==> src/rtl/cp0_irq_ctrl_pkg.sv <==
// Shared CP0 constants: register indices, Status/Cause fields, exception codes, opcodes.
// Pure definitions, no logic state.
package cp0_irq_ctrl_pkg;

    localparam logic [4:0] REG_COUNT   = 5'd9;
    localparam logic [4:0] REG_COMPARE = 5'd11;
    localparam logic [4:0] REG_STATUS  = 5'd12;
    localparam logic [4:0] REG_CAUSE   = 5'd13;
    localparam logic [4:0] REG_EPC     = 5'd14;

    localparam int STATUS_IE  = 0;
    localparam int STATUS_EXL = 1;
    localparam int IRQ_LSB    = 8;
    localparam int EXC_LSB    = 2;

    localparam logic [4:0] EXC_INT = 5'd0;
    localparam logic [4:0] EXC_SYS = 5'd8;
    localparam logic [4:0] EXC_BP  = 5'd9;
    localparam logic [4:0] EXC_RI  = 5'd10;
    localparam logic [4:0] EXC_OV  = 5'd12;

    typedef enum logic [2:0] {
        EXP_NONE    = 3'd0,
        EXP_SYSCALL = 3'd1,
        EXP_RI      = 3'd2,
        EXP_OV      = 3'd3,
        EXP_BREAK   = 3'd4
    } exp_src_e;

    localparam logic [10:0] OP_MFC0   = 11'b010000_00000;
    localparam logic [10:0] OP_MTC0   = 11'b010000_00100;
    localparam logic [31:0] INST_ERET = 32'h4200_0018;

    function automatic logic exp_valid(input logic [2:0] src);
        return (src == EXP_SYSCALL) || (src == EXP_RI) ||
               (src == EXP_OV) || (src == EXP_BREAK);
    endfunction

    function automatic logic [4:0] exc_code(input logic [2:0] src);
        case (src)
            EXP_SYSCALL: return EXC_SYS;
            EXP_RI:      return EXC_RI;
            EXP_OV:      return EXC_OV;
            EXP_BREAK:   return EXC_BP;
            default:     return EXC_INT;
        endcase
    endfunction

endpackage

==> src/rtl/cp0_irq_ctrl_if.sv <==
// Pipeline-side bundle between the core and CP0: decode inputs, redirect/mfc0 outputs.
// No handshake: enable qualifies each cycle, outputs are combinational.
interface cp0_irq_ctrl_if #(
    parameter int NUM_IRQ = 6,
    parameter int DATA_W  = 32
);
    logic                enable;
    logic [2:0]          ExpSrc;
    logic [NUM_IRQ-1:0]  irq;
    logic [31:0]         Inst;
    logic [DATA_W-1:0]   PCin;
    logic [DATA_W-1:0]   Din;
    logic                IsEret;
    logic                HasExp;
    logic                ExRegWrite;
    logic                ExpBlock;
    logic [DATA_W-1:0]   PCout;
    logic [DATA_W-1:0]   Dout;

    modport master (
        output enable, ExpSrc, irq, Inst, PCin, Din,
        input  IsEret, HasExp, ExRegWrite, ExpBlock, PCout, Dout
    );

    modport slave (
        input  enable, ExpSrc, irq, Inst, PCin, Din,
        output IsEret, HasExp, ExRegWrite, ExpBlock, PCout, Dout
    );
endinterface

==> src/rtl/cp0_irq_ctrl_timer.sv <==
// Count/Compare timer; Count free-runs, a match sets a sticky pending flag one edge later.
// Writes take effect at the next edge; no stall input, Count ignores pipeline enable.
module cp0_irq_ctrl_timer #(
    parameter int DATA_W = 32
) (
    input  logic              clk,
    input  logic              rst,
    input  logic              count_we_i,
    input  logic              compare_we_i,
    input  logic [DATA_W-1:0] wdata_i,
    output logic [DATA_W-1:0] count_o,
    output logic [DATA_W-1:0] compare_o,
    output logic              timer_irq_o
);
    logic [DATA_W-1:0] count_q, count_d;
    logic [DATA_W-1:0] compare_q, compare_d;
    logic              pending_q, pending_d;

    always_comb begin
        count_d   = count_we_i ? wdata_i : count_q + DATA_W'(1);
        compare_d = compare_we_i ? wdata_i : compare_q;
        pending_d = pending_q;
        // Compare write acknowledges; a Count write suppresses a match in the same cycle.
        if (compare_we_i)
            pending_d = 1'b0;
        else if (!count_we_i && (count_q == compare_q))
            pending_d = 1'b1;
    end

    always_ff @(posedge clk) begin
        if (rst) begin
            count_q   <= '0;
            compare_q <= '1;
            pending_q <= 1'b0;
        end else begin
            count_q   <= count_d;
            compare_q <= compare_d;
            pending_q <= pending_d;
        end
    end

    assign count_o     = count_q;
    assign compare_o   = compare_q;
    assign timer_irq_o = pending_q;
endmodule

==> src/rtl/cp0_irq_ctrl.sv <==
// CP0 with exception/interrupt entry, eret, mfc0/mtc0; outputs combinational, state next edge.
// No backpressure: enable low stalls all commits except the free-running timer.
module cp0_irq_ctrl
    import cp0_irq_ctrl_pkg::*;
#(
    parameter int                NUM_IRQ      = 6,
    parameter int                DATA_W       = 32,
    parameter logic [DATA_W-1:0] HANDLER_ADDR = 32'h0000_4180
) (
    input  logic          clk,
    input  logic          rst,
    cp0_irq_ctrl_if.slave bus
);
    logic               ie_q, ie_d, exl_q, exl_d;
    logic [NUM_IRQ-1:0] im_q, im_d, ip_q, ip_d, irq_q;
    logic [4:0]         exc_q, exc_d;
    logic [DATA_W-1:0]  epc_q, epc_d;
    logic [DATA_W-1:0]  count, compare, rdata;
    logic               timer_irq;

    logic [4:0] rd;
    logic       sel_ok, is_mfc0, is_mtc0, is_eret, src_vld, int_req;
    logic       has_exp, eret_go, mtc0_we;

    assign rd      = bus.Inst[15:11];
    assign sel_ok  = (bus.Inst[2:0] == 3'd0);
    assign is_mfc0 = (bus.Inst[31:21] == OP_MFC0);
    assign is_mtc0 = (bus.Inst[31:21] == OP_MTC0);
    assign is_eret = (bus.Inst == INST_ERET);
    assign src_vld = exp_valid(bus.ExpSrc);
    assign int_req = ie_q & ~exl_q & |(ip_q & im_q);
    assign has_exp = bus.enable & ~exl_q & (src_vld | int_req);
    assign eret_go = bus.enable & is_eret & ~has_exp;
    assign mtc0_we = bus.enable & is_mtc0 & sel_ok & ~has_exp;

    cp0_irq_ctrl_timer #(.DATA_W(DATA_W)) u_timer (
        .clk          (clk),
        .rst          (rst),
        .count_we_i   (mtc0_we && (rd == REG_COUNT)),
        .compare_we_i (mtc0_we && (rd == REG_COMPARE)),
        .wdata_i      (bus.Din),
        .count_o      (count),
        .compare_o    (compare),
        .timer_irq_o  (timer_irq)
    );

    always_comb begin
        rdata = '0;
        case (rd)
            REG_COUNT:   rdata = count;
            REG_COMPARE: rdata = compare;
            REG_STATUS: begin
                rdata[STATUS_IE]            = ie_q;
                rdata[STATUS_EXL]           = exl_q;
                rdata[IRQ_LSB +: NUM_IRQ]   = im_q;
            end
            REG_CAUSE: begin
                rdata[EXC_LSB +: 5]         = exc_q;
                rdata[IRQ_LSB +: NUM_IRQ]   = ip_q;
            end
            REG_EPC:     rdata = epc_q;
            default:     rdata = '0;
        endcase
    end

    always_comb begin
        ie_d  = ie_q;
        exl_d = exl_q;
        im_d  = im_q;
        exc_d = exc_q;
        epc_d = epc_q;
        ip_d  = irq_q;
        ip_d[NUM_IRQ-1] = irq_q[NUM_IRQ-1] | timer_irq;
        if (has_exp) begin
            epc_d = bus.PCin;
            exl_d = 1'b1;
            exc_d = src_vld ? exc_code(bus.ExpSrc) : EXC_INT;
        end else begin
            if (eret_go)
                exl_d = 1'b0;
            if (mtc0_we) begin
                case (rd)
                    REG_STATUS: begin
                        ie_d  = bus.Din[STATUS_IE];
                        exl_d = bus.Din[STATUS_EXL];
                        im_d  = bus.Din[IRQ_LSB +: NUM_IRQ];
                    end
                    REG_EPC: epc_d = bus.Din;
                    default: ;
                endcase
            end
        end
    end

    always_ff @(posedge clk) begin
        if (rst) begin
            ie_q  <= 1'b0;
            exl_q <= 1'b0;
            im_q  <= '0;
            exc_q <= EXC_INT;
            ip_q  <= '0;
            irq_q <= '0;
            epc_q <= '0;
        end else begin
            ie_q  <= ie_d;
            exl_q <= exl_d;
            im_q  <= im_d;
            exc_q <= exc_d;
            ip_q  <= ip_d;
            irq_q <= bus.irq;
            epc_q <= epc_d;
        end
    end

    assign bus.HasExp     = has_exp;
    assign bus.IsEret     = eret_go;
    assign bus.ExRegWrite = bus.enable & is_mfc0 & ~has_exp;
    assign bus.ExpBlock   = exl_q;
    assign bus.PCout      = has_exp ? HANDLER_ADDR : (eret_go ? epc_q : '0);
    assign bus.Dout       = (is_mfc0 && sel_ok) ? rdata : '0;
endmodule

==> src/flat_wrapper.sv <==
// flat-port wrapper written by rule: the top's interface ports become plain ports
module cp0_irq_ctrl_flat import cp0_irq_ctrl_pkg::*;
#(
    parameter int                NUM_IRQ      = 6,
    parameter int                DATA_W       = 32,
    parameter logic [DATA_W-1:0] HANDLER_ADDR = 32'h0000_4180
)
  (clk, rst, bus_enable, bus_ExpSrc, bus_irq, bus_Inst, bus_PCin, bus_Din, bus_IsEret, bus_HasExp, bus_ExRegWrite, bus_ExpBlock, bus_PCout, bus_Dout);
  cp0_irq_ctrl_if #(.NUM_IRQ(NUM_IRQ), .DATA_W(DATA_W)) bus_i ();
  input  logic clk;
  input  logic rst;
  input wire logic [$bits(bus_i.enable)-1:0] bus_enable;
  input wire logic [$bits(bus_i.ExpSrc)-1:0] bus_ExpSrc;
  input wire logic [$bits(bus_i.irq)-1:0] bus_irq;
  input wire logic [$bits(bus_i.Inst)-1:0] bus_Inst;
  input wire logic [$bits(bus_i.PCin)-1:0] bus_PCin;
  input wire logic [$bits(bus_i.Din)-1:0] bus_Din;
  output wire logic [$bits(bus_i.IsEret)-1:0] bus_IsEret;
  output wire logic [$bits(bus_i.HasExp)-1:0] bus_HasExp;
  output wire logic [$bits(bus_i.ExRegWrite)-1:0] bus_ExRegWrite;
  output wire logic [$bits(bus_i.ExpBlock)-1:0] bus_ExpBlock;
  output wire logic [$bits(bus_i.PCout)-1:0] bus_PCout;
  output wire logic [$bits(bus_i.Dout)-1:0] bus_Dout;
  assign bus_i.enable = bus_enable;
  assign bus_i.ExpSrc = bus_ExpSrc;
  assign bus_i.irq = bus_irq;
  assign bus_i.Inst = bus_Inst;
  assign bus_i.PCin = bus_PCin;
  assign bus_i.Din = bus_Din;
  assign bus_IsEret = bus_i.IsEret;
  assign bus_HasExp = bus_i.HasExp;
  assign bus_ExRegWrite = bus_i.ExRegWrite;
  assign bus_ExpBlock = bus_i.ExpBlock;
  assign bus_PCout = bus_i.PCout;
  assign bus_Dout = bus_i.Dout;
  cp0_irq_ctrl #(.NUM_IRQ(NUM_IRQ), .DATA_W(DATA_W), .HANDLER_ADDR(HANDLER_ADDR)) u_core (.clk(clk), .rst(rst), .bus(bus_i));
endmodule
==> config.mk <==
export PLATFORM = sky130hd
export DESIGN_NAME = cp0_irq_ctrl_flat
export DESIGN_NICKNAME = d
export VERILOG_FILES = /design/src/rtl/cp0_irq_ctrl_pkg.sv /design/src/rtl/cp0_irq_ctrl_if.sv /design/src/rtl/cp0_irq_ctrl_timer.sv /design/src/rtl/cp0_irq_ctrl.sv /design/src/flat_wrapper.sv
export SDC_FILE = /design/constraint.sdc
export NUM_CORES = 1
export LEC_CHECK = 0
export BUFFER_PORTS_ARGS = -buffer_cell sky130_fd_sc_hd__buf_4
export CAP_MARGIN = 15
export CORE_ASPECT_RATIO = 1.75
export CORE_MARGIN = 4
export CORE_UTILIZATION = 50
export CTS_BUF_LIST = sky130_fd_sc_hd__clkbuf_8
export DETAILED_ROUTE_END_ITERATION = 6
export PLACE_DENSITY = 0.78
export SLEW_MARGIN = 40
export SYNTH_ARGS = -nofsm -noshare
export SYNTH_HDL_FRONTEND = slang
export SYNTH_SLANG_ARGS = --single-unit
==> constraint.sdc <==
create_clock -name clk -period 2.1 [get_ports clk]
set_clock_uncertainty 0.05 [all_clocks]
set_input_delay 0.21 -clock clk [delete_from_list [all_inputs] [get_ports clk]]
set_output_delay 0.21 -clock clk [all_outputs]
set_load 0.01 [all_outputs]
==> impl_metrics.tcl <==
set metrics [dict create \
    synth_adder_area_share 0.00183 \
    ant_nets 0 \
    grt_overflow_total 0 \
    grt_usage 0.313 \
    coreArea_sq_mm 0.0134 \
    slowest_stage "or4_4" \
    worst_slew_pin_slew_ns 0.625 \
    path_max_fanout 6 \
    p_comb_frac 0.129 \
    path_class "input pin to output pin" \
    grt_pass1_vias 7727 \
    vias_per_cell 5.95 \
    grt_max_degree 54 \
    arrival_ns 2.16 \
    worstSkewPairLatency_ns 0.44 \
    crit_family "simple AND/OR/NAND/NOR gates" \
    cp_cell_sequence "buf_6 > or4_4 > or4_4 > nand2b_4 > nor2_4 > o211ai_4 > a21oi_2 > buf_4" \
    yosysUniqueCellTypes 49 \
    stdcell_count 1308 \
    nNetsFinal 1230 \
    numCtsBuffers 17 \
    fin_crit_sh 1.15 \
    gp_congestion 0.868 \
    syn2layout_area_growth_pct 49.4 \
    synth_simple_gate_area_share 0.339 \
    synth.mux.area_fraction 0.0454 \
    p_clk_frac 0.428 \
    synthFlopType "dfxtp_1" \
    fp.dieW_um 96.4 \
    hold_path.class "input pin to register" \
    syn_avg_cell_area_sq_um 7.77 \
    p_int_uw 4140 \
    violations "setup timing" \
    root_buffer "clkbuf_8" \
    yosys_warnings 0 \
    io_pins 176 \
    max_clock_freq_mhz 413 \
    synth_compound_area_frac 0.130 \
    maxSlewViolCount 0 \
    critPathBufInv 2 \
    diodes 0 \
    drc 0 \
    die_y_um 163 \
    synth-edff-count 0 \
    synth_cells 879 \
    slowest_delay_ns 0.54 \
    slew-limit-headroom 0.583 \
    cp.required_ns 1.84 \
    grt_first_pass_wirelength_um 38100 \
    synth_seq_area_share 0.354 \
    ir_drop_mv 0.574 \
    setup_violations 66 \
    place_hpwl_um 17200 \
    synth_xor_xnor_area_share 0.0807 \
    final_cell_mix "buf_4, nand2_1, dfxtp_1, nor2_1, nand3_1" \
    pre_cts_ws_ns -0.307 \
    drive_gt1_frac 0.325 \
    switching_share 0.248 \
    antenna_found_initial 0 \
    status "finished with violations" \
    critPathMostFrequentCell "or4_4" \
    start_util 0.511 \
    cap_violations 0 \
    final_area_sq_mm 0.0102 \
    rows 56 \
    die-area_sq_mm 0.0157 \
    cts-htree-levels 4 \
    grt_setup_unrepaired "yes" \
    worst_setup_path_start_kind "input pin" \
    final_util 0.763 \
    clock_sinks 121 \
    power_leakage_uw 0.00417 \
    power_density_mw_per_mm2 539 \
    synth.cell_area_sq_mm 0.00683 \
    placedCellCount 1221 \
    vias 7788 \
    async_reset_ff_frac 0 \
    power.switching_uw 1360 \
    cts_tree "built" \
    power_frac_seq 0.443 \
    wl_per_cell_um 19.7 \
    clockBufferDepth 2 \
    synth_fp_nets 988 \
    place_area_sq_mm 0.00885 \
    crit_path_end_kind "output pin" \
    hold_viol_final 0 \
    period_minus_slack_ns 2.42 \
    first_pass_iters 5 \
    first_iter_violations 596 \
    ys_ff_latch 121 \
    portBuffers 175 \
    final.setup.worst_slack_ns -0.320 \
    path_clk_slew_ns 0.07 \
    synth_top_family_by_area "simple AND/OR/NAND/NOR gates" \
    final_common_cell "buf_4" \
    detail_route.wirelength_um 25800 \
]
==> state kept, by name, indices dropped and copies added, names as in the netlist <==
name                        cells
u_core.im_q                     6
u_core.irq_q                    6
u_core.bus.ExpBlock             1
u_core.u_timer.timer_irq_o      1
u_core.epc_q                   32
u_core.ie_q                     1
u_core.exc_q                    4
u_core.u_timer.compare_o       32
u_core.u_timer.count_o         32
u_core.ip_q                     6
==> area by class of cell <==
type	count	area, sq um
multi-input combinational	680	4430
fill	903	3170
timing repair buffer	295	2670
sequential	121	2430
clock buffer	17	234
tap	174	218
clock inverter	15	209
inverter	6	22.5
==> stage by stage <==
stage	total power, uW	setup TNS [ns]	hold WS, ns
after global routing	5640	-19.79	0.0122
after CTS	5480	-13.86	0.0000315
after global placement	3040	-28.04	0.372
after detailed placement	3050	-28.66	0.377
after floorplan	2730	-1.56	0.284
final	5500	-16.50	0.0134
==> worst register-to-register path: stages, from the launching register on <==
cell and delay (ns):
dfxtp_2 0.36, nand3b_1 0.22, a31oi_4 0.22, nor2_4 0.05, buf_12 0.15, buf_4 0.15
nand4_1 0.13, buf_4 0.24, nor2_1 0.06, a211o_1 0.25
==> path summary, 6_finish.rpt <==
kind	cells past startpoint	end	slack [ns]	from
setup / recovery	8	bus_Dout[11]	-0.32	bus_Inst[26]
hold / removal	3	u_core.epc_q[7]	0.01	bus_PCin[7]
setup reg to reg	9	u_core.u_timer.compare_o[1]	0.10	u_core.bus.ExpBlock
hold reg to reg	1	u_core.ip_q[4]	0.39	u_core.irq_q[4]
==> cells in the mapped netlist, types with 8 or more instances <==
cell type	number	area share
and3_1	32	0.029
xor2_1	17	0.022
xnor2_1	46	0.059
a21oi_1	34	0.025
nand4_1	16	0.015
nand3b_1	33	0.036
nor2b_1	12	0.011
buf_2	13	0.0095
clkbuf_1	49	0.027
nor2_1	139	0.076
a311oi_1	32	0.041
nor3_1	8	0.0059
nor4_1	8	0.0073
mux2i_1	31	0.045
dfxtp_1	121	0.35
a221oi_1	11	0.014
nand2_1	132	0.073
nand3_1	51	0.037
a211oi_1	29	0.032
==> power groups by stage <==
stage                     Combinational, uW  Clock [uW]  Sequential, uW
after floorplan                         273           0            2460
after global placement                  560           0            2480
after detailed placement                570           0            2480
after CTS                               677        2370            2430
after global routing                    752        2450            2440
final                                   709        2360            2440
==> cells by family after synthesis <==
group / after synthesis
AND/OR/NAND/NOR: 462
adder cells (fa/ha/maj): 1
XOR/XNOR: 63
multiplexers: 31
buffers and inverters: 78
flip-flops: 121
AO/OA/AOI/OAI: 123
==> metal layers <==
| metal | wire [um] | global-route usage | part of all wire |
|---|---|---|---|
| met5 | 0 | 0 | 0 |
| met4 | 1580 | 0.205 | 0.061 |
| met3 | 2020 | 0.0652 | 0.078 |
| met2 | 13100 | 0.544 | 0.51 |
| met1 | 9080 | 0.331 | 0.35 |
==> timing repair <==
item                                   in CTS  in global routing
cloned                                      1                  1
setup buffers                               6                  5
resized for setup                          59                 29
setup endpoints to repair                  67                 98
hold buffers                               44                  0
pin swaps                                  23                  9
endpoints found under the hold margin      47                  0
Note: power is estimated with default switching activity, not from simulation.
